==> src/rtl/range_image_pkg.sv <==
// Shared definitions for the range-image pipeline: default image geometry,
// the empty-cell marker and the Stage 2 projector state encoding.
package range_image_pkg;

    localparam int                 IMG_ROW_BITS = 6;
    localparam int                 IMG_COL_BITS = 11;
    localparam int                 IMG_H_SHIFT  = 5;
    localparam int                 IMG_V_SHIFT  = 4;
    localparam logic signed [15:0] IMG_V_MIN    = -16'sd512;
    localparam logic [15:0]        EMPTY_R      = 16'hFFFF;
    localparam int                 CNT_W        = 19;

    typedef enum logic [2:0] {
        S_IDLE,
        S_CLEAR,
        S_WAIT,
        S_POP,
        S_LATCH,
        S_RD,
        S_CMP,
        S_DONE
    } state_e;

endpackage

==> src/rtl/ri_cell_mapper.sv <==
// Combinational (h,v,r) -> (row,col,drop) mapping, shared with the Stage 3
// lookup so both stages agree on which cell a point lands in.
module ri_cell_mapper
    import range_image_pkg::*;
#(
    parameter int                 ROW_BITS = IMG_ROW_BITS,
    parameter int                 COL_BITS = IMG_COL_BITS,
    parameter int                 H_SHIFT  = IMG_H_SHIFT,
    parameter int                 V_SHIFT  = IMG_V_SHIFT,
    parameter logic signed [15:0] V_MIN    = IMG_V_MIN
) (
    input  logic [15:0]         h_i,
    input  logic [15:0]         v_i,
    input  logic [15:0]         r_i,
    output logic [ROW_BITS-1:0] row_o,
    output logic [COL_BITS-1:0] col_o,
    output logic                drop_o
);

    logic signed [16:0] voff;
    logic [15:0]        row_full;
    logic [15:0]        col_full;
    logic               row_ovf;
    logic               col_ovf;

    // 17 bits keeps the subtraction exact for any 16-bit elevation code;
    // a non-negative result always fits in the low 16 bits.
    assign voff     = $signed({v_i[15], v_i}) - $signed({V_MIN[15], V_MIN});
    assign row_full = voff[15:0] >> V_SHIFT;
    assign col_full = h_i >> H_SHIFT;
    assign row_ovf  = (row_full >> ROW_BITS) != 16'd0;
    assign col_ovf  = (col_full >> COL_BITS) != 16'd0;

    assign row_o  = row_full[ROW_BITS-1:0];
    assign col_o  = col_full[COL_BITS-1:0];
    assign drop_o = (r_i == 16'd0) | voff[16] | row_ovf | col_ovf;

endmodule

==> src/rtl/range_image_projector.sv <==
// Stage 2: clears the range image, then z-buffers FIFO points into it one at a
// time (nearest radius wins) and flags the frame done once the FIFO drains.
module range_image_projector
    import range_image_pkg::*;
#(
    parameter int                 ROW_BITS = IMG_ROW_BITS,
    parameter int                 COL_BITS = IMG_COL_BITS,
    parameter int                 H_SHIFT  = IMG_H_SHIFT,
    parameter int                 V_SHIFT  = IMG_V_SHIFT,
    parameter logic signed [15:0] V_MIN    = IMG_V_MIN
) (
    input  logic                         i_clk,
    input  logic                         i_rst,
    input  logic                         i_enable,
    input  logic [15:0]                  i_point_h,
    input  logic [15:0]                  i_point_v,
    input  logic [15:0]                  i_point_r,
    input  logic                         i_fifo_empty,
    output logic                         o_rd_fifo,
    input  logic                         i_allpoints,
    output logic [ROW_BITS+COL_BITS-1:0] o_img_addr,
    output logic                         o_img_en,
    output logic                         o_img_we,
    output logic [15:0]                  o_img_wdata,
    input  logic [15:0]                  i_img_rdata,
    output logic                         o_busy,
    output logic                         o_done,
    output logic [CNT_W-1:0]             o_written,
    output logic [CNT_W-1:0]             o_dropped
);

    localparam int              AW      = ROW_BITS + COL_BITS;
    localparam logic [CNT_W-1:0] CNT_MAX = '1;

    state_e            state_q, state_d;
    logic [AW-1:0]     clr_addr_q;
    logic [AW-1:0]     cell_addr_q;
    logic [15:0]       r_q;
    logic [CNT_W-1:0]  written_q;
    logic [CNT_W-1:0]  dropped_q;

    logic [ROW_BITS-1:0] map_row;
    logic [COL_BITS-1:0] map_col;
    logic                map_drop;
    logic                write_hit;

    logic                rd_fifo_c;
    logic                en_c;
    logic                we_c;
    logic [AW-1:0]       addr_c;
    logic [15:0]         wdata_c;

    ri_cell_mapper #(
        .ROW_BITS (ROW_BITS),
        .COL_BITS (COL_BITS),
        .H_SHIFT  (H_SHIFT),
        .V_SHIFT  (V_SHIFT),
        .V_MIN    (V_MIN)
    ) u_mapper (
        .h_i    (i_point_h),
        .v_i    (i_point_v),
        .r_i    (i_point_r),
        .row_o  (map_row),
        .col_o  (map_col),
        .drop_o (map_drop)
    );

    // Strictly nearer wins; an equal radius leaves the stored value alone.
    assign write_hit = (state_q == S_CMP) && (r_q < i_img_rdata);

    always_ff @(posedge i_clk) begin
        if (i_rst) begin
            state_q <= S_IDLE;
        end else begin
            state_q <= state_d;
        end
    end

    always_comb begin
        state_d = state_q;
        case (state_q)
            S_IDLE:  if (i_enable) state_d = S_CLEAR;
            S_CLEAR: if (clr_addr_q == '1) state_d = S_WAIT;
            S_WAIT: begin
                if (!i_fifo_empty)    state_d = S_POP;
                else if (i_allpoints) state_d = S_DONE;
            end
            S_POP:   state_d = S_LATCH;
            S_LATCH: state_d = map_drop ? S_WAIT : S_RD;
            S_RD:    state_d = S_CMP;
            S_CMP:   state_d = S_WAIT;
            S_DONE:  if (!i_enable) state_d = S_IDLE;
            default: state_d = S_IDLE;
        endcase
    end

    always_ff @(posedge i_clk) begin
        if (i_rst) begin
            clr_addr_q  <= '0;
            cell_addr_q <= '0;
            r_q         <= '0;
            written_q   <= '0;
            dropped_q   <= '0;
        end else begin
            case (state_q)
                S_IDLE: begin
                    if (i_enable) begin
                        clr_addr_q <= '0;
                        written_q  <= '0;
                        dropped_q  <= '0;
                    end
                end
                S_CLEAR: clr_addr_q <= clr_addr_q + 1'b1;
                S_LATCH: begin
                    r_q         <= i_point_r;
                    cell_addr_q <= {map_row, map_col};
                    if (map_drop && dropped_q != CNT_MAX) dropped_q <= dropped_q + 1'b1;
                end
                S_CMP: begin
                    if (write_hit && written_q != CNT_MAX) written_q <= written_q + 1'b1;
                end
                default: ;
            endcase
        end
    end

    always_comb begin
        rd_fifo_c = 1'b0;
        en_c      = 1'b0;
        we_c      = 1'b0;
        addr_c    = '0;
        wdata_c   = '0;
        case (state_q)
            S_CLEAR: begin
                en_c    = 1'b1;
                we_c    = 1'b1;
                addr_c  = clr_addr_q;
                wdata_c = EMPTY_R;
            end
            S_POP: rd_fifo_c = 1'b1;
            S_RD: begin
                en_c   = 1'b1;
                addr_c = cell_addr_q;
            end
            S_CMP: begin
                en_c    = write_hit;
                we_c    = write_hit;
                addr_c  = cell_addr_q;
                wdata_c = write_hit ? r_q : 16'd0;
            end
            default: ;
        endcase
    end

    // Reset kills any strobe in the same cycle so an abort never lands a write.
    assign o_rd_fifo   = rd_fifo_c & ~i_rst;
    assign o_img_en    = en_c & ~i_rst;
    assign o_img_we    = we_c & ~i_rst;
    assign o_img_addr  = addr_c;
    assign o_img_wdata = wdata_c;
    assign o_busy      = (state_q != S_IDLE) && (state_q != S_DONE);
    assign o_done      = (state_q == S_DONE);
    assign o_written   = written_q;
    assign o_dropped   = dropped_q;

endmodule
==> config.mk <==
export PLATFORM = sky130hd
export DESIGN_NAME = range_image_projector
export DESIGN_NICKNAME = d
export VERILOG_FILES = /design/src/rtl/range_image_pkg.sv /design/src/rtl/ri_cell_mapper.sv /design/src/rtl/range_image_projector.sv
export SDC_FILE = /design/constraint.sdc
export NUM_CORES = 1
export LEC_CHECK = 0
export CORE_UTILIZATION = 49
export CTS_BUF_LIST = sky130_fd_sc_hd__clkbuf_16
export DETAILED_ROUTE_END_ITERATION = 7
export GPL_ROUTABILITY_DRIVEN = 0
export PLACE_DENSITY = 0.91
export RECOVER_POWER = 25
export SETUP_SLACK_MARGIN = 0.1
export SYNTH_ARGS = -nofsm -noshare
export SYNTH_HDL_FRONTEND = slang
export SYNTH_SLANG_ARGS = --single-unit
==> constraint.sdc <==
create_clock -name i_clk -period 2.6 [get_ports i_clk]
set_input_delay 0.26 -clock i_clk [delete_from_list [all_inputs] [get_ports i_clk]]
set_output_delay 0.26 -clock i_clk [all_outputs]
set_load 0.02 [all_outputs]
* Word level (Yosys, flattened, before mapping)
Cells that the tools add are included.
Widths: inputs -> output; s select.
** Operators by class
- Equal/unequal tests :: 17
- Reductions and logical operators :: 17
- Bitwise operators :: 6
- $add $sub $neg :: 4
- Order comparisons :: 1
- Muxes and demuxes :: 20
** Operators by type and width (number)
- $pmux 19 s2 :: 2
- $pmux 17 s2 :: 2
- $mux 19 :: 3
- $add 19x1->19 const B :: 2
- $ne 19x19->1 const B :: 2
- $pmux 16 s2 :: 1
- $pmux 3 s8 :: 1
- $mux 3 :: 6
- $add 17x1->17 const B :: 1
- $eq 17x17->1 const B :: 1
- $mux 17 :: 1
- $sub 16x10->17 const B :: 1
- $logic_not 16->1 :: 1
- $lt 16x16->1 :: 1
- $mux 16 :: 1
- $reduce_bool 16->1 :: 1
- $eq 3x3->1 const B :: 4
- $ne 2x2->1 const B :: 4
- $eq 3x2->1 const B :: 2
- $ne 3x3->1 const B :: 2
- $reduce_and 3->1 :: 2
- $reduce_bool 2->1 :: 3
- $logic_and 1x1->1 :: 4
- $pmux 1 s2 :: 2
- other kinds (11) :: 15
** Storage, ports and cells
- Word-level logic and storage cells :: 71
- Output and inout bits :: 76
- Bits of input ports :: 69
- Flip-flop bits (word level) :: 91

* Depth between registers and ports, before layout
Gate-level depths: netlist of run 1.
- Word-level depth :: 6
- Depth in mapped cells :: 10
- Depth with buffers taken out :: 9

* By module
From an unflattened synthesis of run 1, not the netlist that was laid out.
** Second synthesis, totals
- Cell total of the unflattened synthesis :: 667
- Area total of the unflattened synthesis :: 5042.3 µm²
** Modules (own cells, without submodules)
- range_image_projector :: times used 1, cells each 628, area each 4777.1 µm², seq. area each 1821.7 µm²
- ri_cell_mapper :: times used 1, cells each 39, area each 265.3 µm², seq. area each 0.0 µm²

* Least setup slack after synthesis of run 1
Ideal clock, no wire load.
- Kind :: register to output
- From :: reg r_q[1]
- To :: out o_img_wdata[10]
- Path buffers :: 1
- Data required time :: 2.340 ns
- Slack :: 0.149 ns
- Arrival :: 2.191 ns
- Cell stages (with the launch flop) :: 8
- Cell sequence :: dfxtp_1 ha_1 a2111oi_2 a2111oi_2 or4_4 nor3_2 buf_2 a21o_1
** On the way
- Cells in the longest elaborated chain, start to end :: 4
** RTL lines
- start, declared :: RTL line range_image_projector.sv:38 : logic [15:0] r_q;
- start signal, assigned :: RTL line range_image_projector.sv:115 : r_q <= i_point_r;
- $lt 16x16->1 :: RTL line range_image_projector.sv:69 : assign write_hit = (state_q == S_CMP) && (r_q < i_img_rdata);
- $logic_and 1x1->1 :: RTL line range_image_projector.sv:69
- $mux 16 :: RTL line range_image_projector.sv:149 : wdata_c = write_hit ? r_q : 16'd0;
- $pmux 16 s2 :: RTL line range_image_projector.sv:133 : case (state_q)
- end, declared :: RTL line range_image_projector.sv:24 : output logic [15:0] o_img_wdata,
Every way passes these cells.

* Worst setup path after layout of run 1
- From :: reg r_q[8]
- To :: out o_img_wdata[11]
Same word-level chain as after synthesis.

==> reports/metrics.cfg, run 1 <==
[placement]
dp.cells = 958
dp_hpwl_um = 11800
port_buffers = 135
placed_cell_area_um2 = 6990
pre_cts_slack_ps = -764

[sta]
setup_viol = 21
period_needed_ps = 2860
grt_setup_unrepaired = true
tightest_slew_ps = 815
fmax_mhz = 350
fin_crit_sh_pct = 110
setup_slack_ps = -257
slew_headroom_pct = 45.5
final-hold-violation-count = 0
fin_skew_ps = 11.8
slew_viol_final = 0

[synthesis]
synth-async-reset-ratio_pct = 0
ys_ff_latch = 91
synth_ff_type = dfxtp_1
synth.distinct_cells = 60
synth_area_um2 = 5230
synth_edf_count = 0
synthCells = 680
ys_warn_count = 0
syn-num-nets = 769
syn_avg_cell_area_um2 = 7.69
yosysSeqAreaShare_pct = 34.8

[route]
vias_per_cell = 6.36
avgRoutedWirePerCell_um = 18.7
num_vias = 6238
first_pass_iters = 5
wirelength_um = 18400
ant_nets = 0
drt_iter0_drc = 522
drc = 0

[floorplanning]
die_h_um = 105
coreArea_um2 = 10300
io_pins = 145
die_w_um = 105
fp-row-count = 37
dieArea_um2 = 11100
start_util_pct = 50.6

[power]
p_int_mw = 2.49
sequentialPowerShare_pct = 40.8
p_sw_share_pct = 29.1
clkPwrFrac_pct = 37.5
p_leak_nw = 3.23
p_sw_mw = 1.02
pwr-share-comb_pct = 21.7
power.density_nw_per_um2 = 459
ir_drop_v = 0.000310

[layout]
num-fill-cells = 692
postLayoutCoreUtil_pct = 74.1
multi_input_area_um2 = 3390
layout.nets = 929
layout_commonest_cell = nand2_1
layout-drive-gt1-share_pct = 16.8
diodes = 0
regArea_um2 = 1830
fin_cells = 981
fin_area_um2 = 7650
mostFrequentLayoutCells = nand2_1, dfxtp_1, a21oi_1
area_growth_pct = 46.4

[critical_path]
critPathCaptureType = output port
worstPathArrival_ps = 2600
reg2reg_from = r_q[1]$_SDFFE_PP0P_
rr_worst_depth = 8
cp_max_fo = 8
r2r_slack_ps = -20
critical_path_class = reg -> out
critPathLaunchType = flip-flop
reg2reg_to = o_written[17]$_SDFFE_PP0P_
required_ps = 2340

[worst_hold_path]
worstHoldPathCells = 2
min-delay-start = cell_addr_q[5]$_SDFFE_PP0P_
hp-class = reg -> reg
hold_path_end = cell_addr_q[5]$_SDFFE_PP0P_

[status]
status = finished, violations left
violations = negative setup slack

[clock_network]
cts_buffers = 9
root_buffer = clkbuf_16
cts_buffer_depth = 2
clock-sinks = 91
htree_num_levels = 3
clock_latency_ps = 340
path_clk_slew_ps = 70
cts_tree = yes

[global_routing]
grt_max_degree = 35
grt_use_total_pct = 31.6
grt_overflow = 0
grt_pass1_wl_um = 28300
grt_pass1_vias = 5958
antenna_found_initial = 0

[flow_run]
maxCapViolCount = 0

[power groups by stage]
| stage | combinational, mW | sequential (mW) | clock [mW] |
|---|---|---|---|
| final | 0.764 | 1.43 | 1.32 |
| after CTS | 0.735 | 1.43 | 1.31 |
| after detailed placement | 0.695 | 1.46 | 0 |
| after floorplan | 0.360 | 1.46 | 0 |
| after global routing | 0.805 | 1.43 | 1.39 |
| after global placement | 0.672 | 1.46 | 0 |
[logic make-up (layout without fill, tap and decap cells)]
family,after synthesis,after routing,share of synthesized area [%]
compound gates,198,198,25.3
fa+ha+maj,20,20,4.79
buf+inv,69,234,5.19
flops,91,91,34.8
mux,11,11,2.15
simple gates,291,291,27.8
[cell type report]
class / instances / share of cell area, %
inverter: 24 / 1.18
timing repair buffer: 194 / 24.6
clock inverter: 7 / 0.883
clock buffer: 9 / 2.94
tap: 136 / 2.22
multi-input combinational: 520 / 44.3
sequential: 91 / 23.9
[registers in the layout, summed over array words and instances (netlist names)]
register	flops
cell_addr_q	17
clr_addr_q	17
o_dropped	19
o_written	19
r_q	16
state_q	3
[stage by stage]
step / hold WS [ps] / total power, mW / setup TNS, ps
6_report: 457 / 3.52 / -4130
4_1_cts: 458 / 3.48 / -4040
5_1_grt: 465 / 3.63 / -5640
3_5_place_dp: 449 / 2.16 / -17380
3_3_place_gp: 444 / 2.13 / -15520
2_1_floorplan: 356 / 1.82 / 0
[how the worst max path moves through the flow]
stage / startpoint / endpoint / slack, ps / cells after the start
global route: r_q[1]$_SDFFE_PP0P_ / o_img_wdata[9] / -310 / 8
floorplan: r_q[1]$_SDFFE_PP0P_ / o_img_wdata[10] / 150 / 7
CTS: r_q[1]$_SDFFE_PP0P_ / o_img_wdata[9] / -280 / 8
global placement: i_img_rdata[1] / o_img_wdata[13] / -710 / 10
detailed placement: i_img_rdata[14] / o_img_wdata[9] / -760 / 11
finish: r_q[8]$_SDFFE_PP0P_ / o_img_wdata[11] / -260 / 9
[per-layer routing]
layer,GRT usage [%],part of all wire (%),vias to the layer above
met3,6.37,8.3,67
met2,56.1,51,397
met4,14.3,3.5,0
li1,-,-,2826
met1,36.3,38,2948
met5,0,0,-
[cell usage after synthesis, drive strengths merged, types with 3 or more instances]
| cell | number | area [µm²] |
|---|---|---|
| or4 | 10 | 78.8 |
| o21ai | 22 | 110 |
| or3 | 16 | 100 |
| and4 | 6 | 52.6 |
| nand2b | 8 | 50.1 |
| nand3 | 36 | 180 |
| o311ai | 3 | 26.3 |
| dfxtp | 91 | 1820 |
| o21a | 3 | 22.5 |
| mux2i | 9 | 90.1 |
| and3 | 14 | 87.6 |
| clkbuf | 36 | 135 |
| a22o | 17 | 149 |
| nand2 | 108 | 405 |
| a2111o | 4 | 45.0 |
| a21o | 19 | 143 |
| and2 | 8 | 50.1 |
| nor2b | 3 | 18.8 |
| a22oi | 3 | 22.5 |
| a21oi | 69 | 345 |
| buf | 9 | 46.3 |
| ha | 20 | 250 |
| a31oi | 18 | 113 |
| inv | 23 | 86.3 |
| a211oi | 8 | 60.1 |
| o211ai | 9 | 67.6 |
| o2111ai | 3 | 26.3 |
| nor4 | 9 | 62.6 |
| nor3 | 9 | 50.1 |
| nor2 | 38 | 143 |
| nand4 | 19 | 119 |
| a311oi | 3 | 26.3 |
[critical path: stages (launching register included)]
cell and delay (ps):
dfxtp_1 320, ha_1 320, nand3_2 90, or3_4 420
a2111oi_4 370, or4_4 210, nor3_4 50, buf_6 150
a21o_1 190, buf_6 130
[timing repair]
item                       CTS  global route
gates resized for setup    158            36
pin swaps                   40            15
hold buffers                 0             0
cloned                       1             0
buffers inserted             5             1
setup endpoints to repair   30            52
Power figures use the tool's default switching activity.
==> inputs of run 2 (changes only) <==
Settings changed: CELL_PAD_IN_SITES_DETAIL_PLACEMENT set to 1, CELL_PAD_IN_SITES_GLOBAL_PLACEMENT set to 2, CORE_UTILIZATION 49 to 27, CTS_CLUSTER_DIAMETER set to 30, PLACE_DENSITY 0.91 to 0.9.
==> run 2 against run 1 <==
Critical path depth unchanged. First-iteration DRC count down 51%. Sequential share of layout area down 0.58 points. Critical endpoint is now o_img_wdata[1]. Maximum frequency up 1.2%. Die area up 80%. The flow still finishes with violations (negative setup slack). Utilization down 32 points. Clock skew about the same. Wire length up 4.0%.
==> reports/metrics.cfg, run 2 (synthesis gave the netlist of run 1 again) <==
[placement]
dp.cells = 1090  ; +14%
pre_cts_slack_ps = -774  ; -10.8 ps
port_buffers = 135  ; unchanged
dp_hpwl_um = 13500  ; +14%
placed_cell_area_um2 = 7220  ; +3.2%

[clock_network]
cts_buffers = 9  ; unchanged
ctsHoldBuffers = 0  ; unchanged
clock_latency_ps = 350  ; about the same
htree_num_levels = 3  ; unchanged
path_clk_slew_ps = 80  ; about the same
root_buffer = clkbuf_16
cts_tree = yes
cts_buffer_depth = 2  ; unchanged
clock-sinks = 91  ; unchanged

[sta]
final-hold-violation-count = 0  ; unchanged
setup_viol = 27  ; +29%
period_needed_ps = 2820  ; -32.6 ps
fin_crit_sh_pct = 109  ; -1.3 points
fmax_mhz = 354  ; +1.2%
setup_slack_ps = -225  ; +32.6 ps
fin_skew_ps = 11.3  ; -0.482 ps
tightest_slew_ps = 798  ; -17.3 ps
slew_viol_final = 0  ; unchanged
grt_setup_unrepaired = true
slew_headroom_pct = 46.8  ; +1.4 points

[layout]
area_growth_pct = 50.1
multi_input_area_um2 = 3410  ; +0.52%
fin_cells = 1110  ; +13%
diodes = 0  ; unchanged
regArea_um2 = 1830  ; about the same
mostFrequentLayoutCells = nand2_1, dfxtp_1, clkdlybuf4s50_1
layout-drive-gt1-share_pct = 16.7  ; -0.099 points
layout_commonest_cell = nand2_1
num-fill-cells = 2266  ; +230%
fin_area_um2 = 7850  ; +2.6%
layout.nets = 934  ; +0.54%
postLayoutCoreUtil_pct = 41.7  ; -32 points

[route]
wirelength_um = 19100  ; +4.0%
top_layer = met4
num_vias = 5813  ; -6.8%
wl_met2_um = 9100  ; -2.2%
vias_per_cell = 5.24  ; -18%
wl_met1_um = 8890  ; +29%
avgRoutedWirePerCell_um = 17.2  ; -8.0%
drt_iter0_drc = 258  ; -51%
met3_length_um = 822  ; -46%
first_pass_iters = 4  ; -1
ant_nets = 0  ; unchanged
drc = 0  ; unchanged

[critical_path]
reg2reg_from = r_q[12]$_SDFFE_PP0P_
critPathLaunchType = flip-flop
worstPathArrival_ps = 2560  ; -40 ps
critPathCaptureType = output port
critical_path_class = reg -> out
rr_worst_depth = 10  ; +2
reg2reg_to = o_written[17]$_SDFFE_PP0P_
required_ps = 2340  ; about the same
cp_max_fo = 6  ; -2
r2r_slack_ps = -150  ; -130 ps

[global_routing]
grt_use_total_pct = 19.5  ; -12 points
grt_overflow = 0  ; unchanged
antenna_found_initial = 0  ; unchanged
grt_max_degree = 53  ; +51%
grt_pass1_vias = 5973  ; +0.25%
grt_pass1_wl_um = 30800  ; +9.0%

[power]
ir_drop_v = 0.000316  ; +2.1%
p_leak_nw = 3.05  ; -5.5%
power.density_nw_per_um2 = 446  ; -3.0%

[status]
status = finished, violations left
violations = negative setup slack

[floorplanning]
start_util_pct = 27.8  ; -23 points
die_h_um = 141  ; +34%
die_w_um = 141  ; +34%
coreArea_um2 = 18800  ; +82%
fp-row-count = 50  ; +35%
io_pins = 145  ; unchanged
dieArea_um2 = 19900  ; +80%

[worst_hold_path]
hold_path_end = o_dropped[0]$_SDFFE_PP0P_
min-delay-start = i_rst
worstHoldPathCells = 2  ; unchanged
hp-class = in -> reg

[flow_run]
maxCapViolCount = 0  ; unchanged

==> run 2: changes by cell type in the layout (fill, tap and decap cells not counted), moves of 3 or more <==
cell / before / now
dlymetal6s2s_1: 16 / 2
inv_2: 8 / 3
dlygate4sd3_1: 28 / 19
or4_4: 4 / 7
ha_4: 9 / 6
dlygate4sd2_1: 11 / 21
ha_1: 10 / 13
buf_6: 21 / 24
clkdlybuf4s50_1: 61 / 74
or4_1: 6 / 3
inv_1: 15 / 19
==> run 2: cell type report <==
| type | count | share of cell area [%] |
|---|---|---|
| Clock inverter | 7 | 0.638 |
| Clock buffer | 9 | 2.87 |
| Multi-Input combinational cell | 520 | 43.4 |
| Inverter | 24 | 1.15 |
| Timing Repair Buffer | 199 | 24.5 |
| Sequential cell | 91 | 23.3 |
| Tap cell | 260 | 4.15 |
==> run 2: how the worst max path moves through the flow <==
stage / endpoint / cells after the start / startpoint
4_1_cts: o_img_wdata[1] / 10 / r_q[14]$_SDFFE_PP0P_
5_1_grt: o_img_wdata[14] / 9 / r_q[14]$_SDFFE_PP0P_
6_report: o_img_wdata[1] / 9 / r_q[12]$_SDFFE_PP0P_
2_1_floorplan: o_img_wdata[10] / 7 / r_q[1]$_SDFFE_PP0P_
3_5_place_dp: o_img_wdata[14] / 11 / i_img_rdata[13]
3_3_place_gp: o_img_wdata[15] / 11 / i_img_rdata[13]
==> run 2: repair_timing <==
item	4_1_cts	5_1_grt
pin swaps	36	26
setup buffers	3	2
endpoints found under the setup margin	51	32
gates cloned	2	0
gates resized for setup	151	40
==> run 2: per-stage QoR <==
| step | hold slack (ps) | power, mW | TNS [ps] |
|---|---|---|---|
| after floorplan | 356 | 1.82 | 0 |
| after global placement | 442 | 2.17 | -17070 |
| after detailed placement | 450 | 2.19 | -19260 |
| after CTS | 273 | 3.53 | -5490 |
| after global routing | 313 | 3.66 | -6370 |
| final | 301 | 3.50 | -4280 |
==> run 2: power breakdown <==
| part | internal (mW) | leakage [nW] | switching, mW |
|---|---|---|---|
| combinational | 0.358 | 2.18 | 0.435 |
| sequential | 1.41 | 0.737 | 0.0155 |
| clock | 0.657 | 0.137 | 0.617 |
| total | 2.43 | 3.05 | 1.07 |
==> run 2: worst max-delay path: stages (launching register included) <==
cell	delay (ps)
dfxtp_2	330
ha_1	280
nand4_1	160
or3_4	190
a31oi_2	50
or4_4	570
nor3_4	210
buf_6	170
a21o_1	140
buf_6	120
==> run 2: per-layer routing <==
layer | global-route usage (%) | up-vias
li1 | - | 2839
met1 | 24.3 | 2846
met2 | 33.6 | 108
met3 | 4.21 | 20
met4 | 5.95 | 0
met5 | 0 | -
==> inputs of run 3 (changes only) <==
Settings changed: GPL_ROUTABILITY_DRIVEN 0 to not set.
==> results of run 3 <==
The final DEF is identical to that of run 2; final timing and power are the same.
